--- config.mk ---
export PLATFORM = sky130hd
export DESIGN_NAME = spi_transmitter
export DESIGN_NICKNAME = d
export VERILOG_FILES = /design/src/rtl/spi_transmitter.sv
export SDC_FILE = /design/constraint.sdc
export NUM_CORES = 1
export LEC_CHECK = 0
export BUFFER_PORTS_ARGS = -buffer_cell sky130_fd_sc_hd__buf_2
export CAP_MARGIN = 20
export CORE_UTILIZATION = 35
export DETAILED_ROUTE_END_ITERATION = 12
export PLACE_DENSITY_LB_ADDON = 0.1
export SYNTH_ARGS = -nofsm -noshare
export SYNTH_HDL_FRONTEND = slang
export SYNTH_SLANG_ARGS = --single-unit
--- constraint.sdc ---
create_clock -name clk -period 2.25 [get_ports clk]
set_input_delay 0 -clock clk [delete_from_list [all_inputs] [get_ports clk]]
set_output_delay 0 -clock clk [all_outputs]
set_load 0.01 [all_outputs]
--- src/rtl/spi_transmitter.sv ---
// SPI mode-0 master for 3-byte ADXL362-style register access (instruction, address, data).
// Define SPI_LOOPBACK_EN to sample MOSI instead of the MISO pin for self-test.
module spi_transmitter #(
  parameter int CLK_DIV = 10,
  parameter int CS_GAP  = 20
) (
  input  logic       clk,
  input  logic       rst,
  input  logic       MISO,
  input  logic       ready,
  input  logic [7:0] inst,
  input  logic       rdh_wrl,
  input  logic [7:0] reg_addr,
  input  logic [7:0] dout,
  output logic       CSN,
  output logic       SCLK,
  output logic       MOSI,
  output logic [7:0] din,
  output logic       din_valid
);

  localparam int DW = $clog2(2 * CLK_DIV);
  localparam int GW = (CS_GAP > 1) ? $clog2(CS_GAP) : 1;

  typedef enum logic [2:0] {IDLE, SETUP, SHIFT, HOLD, GAP} state_t;

  state_t        state_q, state_d;
  logic [DW-1:0] div_q, div_d;
  logic [4:0]    bit_q, bit_d;
  logic [GW-1:0] gap_q, gap_d;
  logic [23:0]   shift_q, shift_d;
  logic [7:0]    rx_q, rx_d;
  logic [7:0]    din_q, din_d;
  logic          is_read_q, is_read_d;
  logic          sclk_q, sclk_d;
  logic          mosi_q, mosi_d;
  logic          valid_q, valid_d;
  logic          sample;

`ifdef SPI_LOOPBACK_EN
  assign sample = mosi_q;
`else
  assign sample = MISO;
`endif

  always_comb begin
    state_d   = state_q;
    div_d     = div_q;
    bit_d     = bit_q;
    gap_d     = gap_q;
    shift_d   = shift_q;
    rx_d      = rx_q;
    din_d     = din_q;
    is_read_d = is_read_q;
    sclk_d    = sclk_q;
    mosi_d    = mosi_q;
    valid_d   = 1'b0;
    case (state_q)
      IDLE: begin
        if (ready) begin
          shift_d   = {inst, reg_addr, rdh_wrl ? 8'h00 : dout};
          is_read_d = rdh_wrl;
          mosi_d    = inst[7];
          div_d     = '0;
          state_d   = SETUP;
        end
      end
      SETUP: begin
        mosi_d = shift_q[23];
        if (div_q == DW'(CLK_DIV - 1)) begin
          div_d   = '0;
          bit_d   = '0;
          state_d = SHIFT;
        end else begin
          div_d = div_q + 1'b1;
        end
      end
      SHIFT: begin
        div_d = div_q + 1'b1;
        // Slave data is stable while SCLK is high, so capture at the rising edge
        if (div_q == DW'(CLK_DIV - 1)) begin
          sclk_d = 1'b1;
          rx_d   = {rx_q[6:0], sample};
        end
        if (div_q == DW'(2 * CLK_DIV - 1)) begin
          div_d  = '0;
          sclk_d = 1'b0;
          if (bit_q == 5'd23) begin
            mosi_d  = 1'b0;
            state_d = HOLD;
          end else begin
            bit_d   = bit_q + 1'b1;
            shift_d = {shift_q[22:0], 1'b0};
            mosi_d  = shift_q[22];
          end
        end
      end
      HOLD: begin
        if (div_q == DW'(CLK_DIV - 1)) begin
          div_d   = '0;
          gap_d   = '0;
          state_d = GAP;
          if (is_read_q) begin
            din_d   = rx_q;
            valid_d = 1'b1;
          end
        end else begin
          div_d = div_q + 1'b1;
        end
      end
      GAP: begin
        if (gap_q == GW'(CS_GAP - 1)) begin
          gap_d   = '0;
          state_d = IDLE;
        end else begin
          gap_d = gap_q + 1'b1;
        end
      end
      default: state_d = IDLE;
    endcase
  end

  always_ff @(posedge clk) begin
    if (rst) begin
      state_q   <= IDLE;
      div_q     <= '0;
      bit_q     <= '0;
      gap_q     <= '0;
      shift_q   <= '0;
      rx_q      <= '0;
      din_q     <= '0;
      is_read_q <= 1'b0;
      sclk_q    <= 1'b0;
      mosi_q    <= 1'b0;
      valid_q   <= 1'b0;
    end else begin
      state_q   <= state_d;
      div_q     <= div_d;
      bit_q     <= bit_d;
      gap_q     <= gap_d;
      shift_q   <= shift_d;
      rx_q      <= rx_d;
      din_q     <= din_d;
      is_read_q <= is_read_d;
      sclk_q    <= sclk_d;
      mosi_q    <= mosi_d;
      valid_q   <= valid_d;
    end
  end

  // CSN drops combinationally in the ready cycle so the slave sees select one cycle early
  assign CSN = ~((state_q == SETUP) || (state_q == SHIFT) || (state_q == HOLD) ||
                 ((state_q == IDLE) && ready && !rst));

  assign SCLK      = sclk_q;
  assign MOSI      = mosi_q;
  assign din       = din_q;
  assign din_valid = valid_q;

endmodule

After elaboration in Yosys (flattened, before gate mapping). Cells that the tools add are included.

Add/subtract/negate cells: 3. Equal/unequal tests: 15. Multiplexer cells: 29. Bitwise operators: 3. Reductions and logical operators: 25.

Operators by type and width (count): 24-bit two-way mux (3); 24-bit one-hot mux with 2 select lines (1); 5-bit two-way mux (7); 5-bit one-hot mux with 2 select lines (2); 3-bit two-way mux (6); 5-bit by 1-bit adder with 5-bit output (second input constant) (3); 5-bit == test (second input constant) (3); 3-bit one-hot mux with 5 select lines (1); 5-bit one-hot mux with 3 select lines (1); 2-bit inequality test (second input constant) (7); 2-bit AND reduction (5); 8-bit two-way mux (1); 4-bit AND reduction (2); 2-bit nonzero test (4); 3-bit by 2-bit == test with 1-bit output (second input constant) (2); 1-bit two-way mux (6); 3-bit AND reduction (2); 6-bit AND reduction (1); 3-bit nonzero test (2); 5-bit by 4-bit == test with 1-bit output (second input constant) (1); 3-bit by 1-bit == test with 1-bit output (second input constant) (1); 3-bit == test (second input constant) (1); 3-bit zero test (1); 1-bit logical OR (3); other kinds (6) (9).

Register bits: 62. Input port bits: 29. Output and inout port bits: 12. Logic and storage cells: 86.

Logic depth before layout (Yosys ltp).
Word-level depth: 5. Gate-level depth with buffers: 8. Depth with buffers taken out: 6.

Least setup slack after synthesis. Ideal clock, no wire load.

Path type: flip-flop to flip-flop. Start point: register div_q[0]. End point: register state_q[0]. Library setup time: 128 ps. Arrival: 1469 ps. Required time: 2122 ps. Path slack: 653 ps. Stages on the path, launching flop included: 8. Path buffers: 2. Clock period less this slack: 1597 ps. Cell sequence: dfxtp_1 -> ha_1 -> nor4bb_1 -> buf_2 -> buf_2 -> inv_1 -> a221oi_1 -> nor2_1.

Cells in the longest elaborated chain, start to end: 3. Elaborated cells on any way between the ends: 6. Classes of those cells: 5 x eq/ne; 1 x reduce/logical.

RTL lines: start, declared (RTL line 28) `logic [DW-1:0] div_q, div_d;`; start signal, assigned (RTL line 138) `div_q <= div_d;`; 5-bit == test / 5-bit by 4-bit == test with 1-bit output (equally long branches) (RTL line 85, 70, 99); 2-bit inequality test (no source line); 6-bit AND reduction (no source line) (*); end signal, assigned (RTL line 137) `state_q <= state_d;`; end, declared (RTL line 27) `state_t state_q, state_d;`.

Mark *: on every way between the ends. The rest lies on a longest branch, timed or not. A chain may end at the register's enable or synchronous reset.

Final worst setup path.
Start point: register state_q[2]. End point: register shift_q[13].

Cells in the longest elaborated chain, start to end: 3. Elaborated cells on any way between the ends: 8. Classes of those cells: 4 x eq/ne; 1 x mux; 3 x reduce/logical.

RTL lines: 3-bit by 2-bit == test with 1-bit output / 3-bit zero test (equally long branches) (RTL line 58) `case (state_q)`; 2-bit inequality test (no source line) / 2-bit nonzero test (equally long branches); 4-bit AND reduction (no source line); end signal, assigned (RTL line 141) `shift_q <= shift_d;`; end, declared (RTL line 31) `logic [23:0] shift_q, shift_d;`.

Several ways; a longest one is shown, not always the timed one.

==> results.py <==
metrics = {
    "power": {
        "power.density_mw_per_mm2": 701,
        "p_clk_frac": 0.438,
        "p_seq_frac": 0.475,
        "p_comb_frac": 0.087,
        "switching_share": 0.240,
        "p_switching_mw": 0.592,
        "leakage_nw": 1.36,
        "vdd_drop_max_v": 0.000305,
        "cellInternalPower_mw": 1.87,
    },
    "synthesis": {
        "async_reset_ff_frac": 0,
        "ys_types": 45,
        "synth-seq-cells": 62,
        "synth_ff_type": "dfxtp_1",
        "syn_avg_cell_area_um2": 9.29,
        "synth_edf_count": 0,
        "synthTopCellsByArea": "dfxtp_1 (42%), mux2i_1 (9.2%), nor2_1 (5.8%), a211oi_2 (4.3%), a211oi_1 (3.6%)",
        "synthTopCellsByCount": "dfxtp_1 (62), nor2_1 (45), mux2i_1 (27)",
        "ys_seq_area_frac": 0.424,
        "yosysMostFrequentCell": "dfxtp_1",
        "ys_warn_count": 0,
        "synth_top_area_cell": "dfxtp_1",
        "yosysTopAreaCellShare": 0.424,
        "netlist_area_mm2": 0.00293,
        "syn-instance-count": 315,
        "synthesis.nets": 348,
    },
    "die": {
        "initial_core_util": 0.369,
        "rows": 32,
        "core_mm2": 0.00793,
        "dieWidth_um": 93.5,
        "pin_count": 41,
        "die_area_mm2": 0.00873,
        "fp.dieH_um": 93.5,
    },
    "critical_path": {
        "r2r_slack_ns": 0.32,
        "r2r_start": "state_q[2]",
        "end_kind": "flip-flop",
        "arrival_ns": 2.17,
        "critPathRequiredTime_ns": 2.49,
        "r2r-end": "shift_q[13]",
        "start_kind": "flip-flop",
        "path_max_fanout": 47,
        "crit_type": "reg2reg",
        "r2r_cells": 5,
        "crit_start": "state_q[2]",
    },
    "drt": {
        "drc_errors": 0,
        "wl_per_cell_um": 13.1,
        "drt_iter0_markers": 108,
        "antenna_left": 0,
        "avgViaCountPerCell": 5.05,
        "first_pass_iters": 5,
        "vias": 2353,
        "drt_wl_total_mm": 6.09,
    },
    "grt": {
        "grt-busiest-layer": "met2",
        "use_met2": 0.252,
        "use_met1": 0.197,
        "grt_remaining_overflow": 0,
        "antenna_found_initial": 0,
        "grt_usage": 0.157,
        "first_global_vias": 2341,
        "grt_max_degree": 48,
        "grt_pass1_wl_mm": 10.7,
        "use_met3": 0.0553,
    },
    "place": {
        "dpl_cell_area_mm2": 0.00319,
        "routabilityCongestion": 0.723,
        "dp.cells": 440,
        "io_buffer_count": 40,
        "dp.final_hpwl_mm": 3.97,
    },
    "layout": {
        "fin_nets": 392,
        "stdcell_count": 466,
        "n_antenna_cell": 0,
        "drive_gt1_frac": 0.228,
        "area_growth_pct": 20.0,
        "fin_area_mm2": 0.00351,
        "final_core_util": 0.443,
    },
    "clocking": {
        "cts_tree": "yes",
        "clock_latency_ns": 0.33,
        "ctsHoldBuffers": 10,
        "cts.sinks": 62,
        "cts_buffers": 9,
        "h-tree-depth": 3,
        "postCtsSetupRepairBufs": 0,
        "cts.reportedPaths.clkPinSlew_ns": 0.07,
        "root_buffer": "clkbuf_8",
        "cts_resized": 0,
        "cts_max_path_buffers": 2,
    },
    "flow_run": {
        "max-cap-violations": 0,
    },
    "sta": {
        "rsz0062_at_grt": "no",
        "finalHoldViolCount": 0,
        "finalCriticalPeriod_ns": 1.93,
        "slew-limit-headroom": 0.408,
        "setup_viol": 0,
        "final.setup.tns_ns": 0,
        "worst_slew_pin_slew_ns": 0.884,
        "slew_violations": 0,
        "min_period_over_period": 0.858,
        "max_freq_ghz": 0.518,
        "skew_ns": 0.0100,
    },
    "hold_path": {
        "hp-start": "dout[7]",
        "hp-class": "in2reg",
        "holdPathEnd": "shift_q[7]",
        "worstHoldPathCells": 3,
    },
    "outcome": {
        "status": "complete, no violations",
    },
}
-- through the flow --
| step | hold slack, ns | total power [mW] | worst slack (ns) |
|---|---|---|---|
| finish | 0.0272 | 2.46 | 0.318 |
| global route | 0.0125 | 2.59 | 0.129 |
| floorplan | 0.147 | 1.34 | 0.653 |
| global placement | 0.265 | 1.39 | 0.405 |
| CTS | 0.0123 | 2.50 | 0.316 |
| detailed placement | 0.276 | 1.40 | 0.355 |
-- per-layer routing --
layer	vias to the layer above	part of all wire	wire length, um
met3	4	0.033	203
met4	0	0.0089	54
met5	-	0	0
met1	1080	0.50	3070
met2	36	0.45	2760
li1	1233	-	-
-- how the worst max path moves through the flow --
stage / endpoint / slack, ns
4_1_cts: shift_q[12] / 0.32
3_5_place_dp: shift_q[10] / 0.35
3_3_place_gp: shift_q[15] / 0.40
5_1_grt: shift_q[18] / 0.13
2_1_floorplan: state_q[0] / 0.65
6_report: shift_q[13] / 0.32
-- registers in the layout, indices dropped and copies added (netlist names) --
| name | count |
|---|---|
| shift_q | 24 |
| din | 8 |
| rx_q | 8 |
| bit_q | 5 |
| div_q | 5 |
| gap_q | 5 |
| state_q | 3 |
| MOSI | 1 |
| SCLK | 1 |
| din_valid | 1 |
| is_read_q | 1 |
-- final cells by class --
type                            count  area, um^2
Clock inverter                      7        96.3
Multi-Input combinational cell    222        1530
Fill cell                         800        4420
Inverter                            6        22.5
Clock buffer                        9         124
Timing Repair Buffer               58         373
Sequential cell                    62        1240
Tap cell                          102         128
-- critical path, cell delays in order, from the launching register on --
cell and delay [ns]:
dfxtp_1 0.32, nor3b_2 0.74, a31o_4 0.28, buf_12 0.22, nor2_1 0.07, a211oi_1 0.21
-- layout by cell type (no fill, tap or decap), drive strengths merged, types with 2 or more instances in the layout --
cell and count:
o21bai 3, a22oi 9, a21oi 17, o21ai 7, dfxtp 62, nand2 17
nand3 15, and2 2, ha 4, a41oi 3, or3b 2, nor2b 4
dlygate4sd3 10, buf 48, o31ai 3, nor4bb 2, a21o 2, nor2 45
a31oi 6, nand4 2, mux2i 27, a211oi 24, inv 7, nand3b 5
nor3b 3, nand2b 5, clkbuf 9, nor3 2, bufinv 2, clkinvlp 3
-- cells by family (layout without fill, tap and decap cells) --
| logic type | count (synthesis) | in the layout | share of synthesized area |
|---|---|---|---|
| compound gates | 80 | 80 | 0.212 |
| xor+xnor | 1 | 1 | 0.00299 |
| fa+ha+maj | 4 | 4 | 0.0171 |
| buf+inv | 31 | 80 | 0.0568 |
| flops | 62 | 62 | 0.424 |
| mux | 27 | 27 | 0.0923 |
| simple gates | 110 | 110 | 0.195 |
-- power by group through the flow --
stage                     sequential, mW  combinational (mW)  clock, mW
after floorplan                     1.19               0.157          0
after global placement              1.19               0.200          0
after detailed placement            1.19               0.203          0
after CTS                           1.17               0.217       1.12
after global routing                1.17               0.240       1.17
final                               1.17               0.215       1.08
Note: power is estimated with default switching activity, not from simulation.
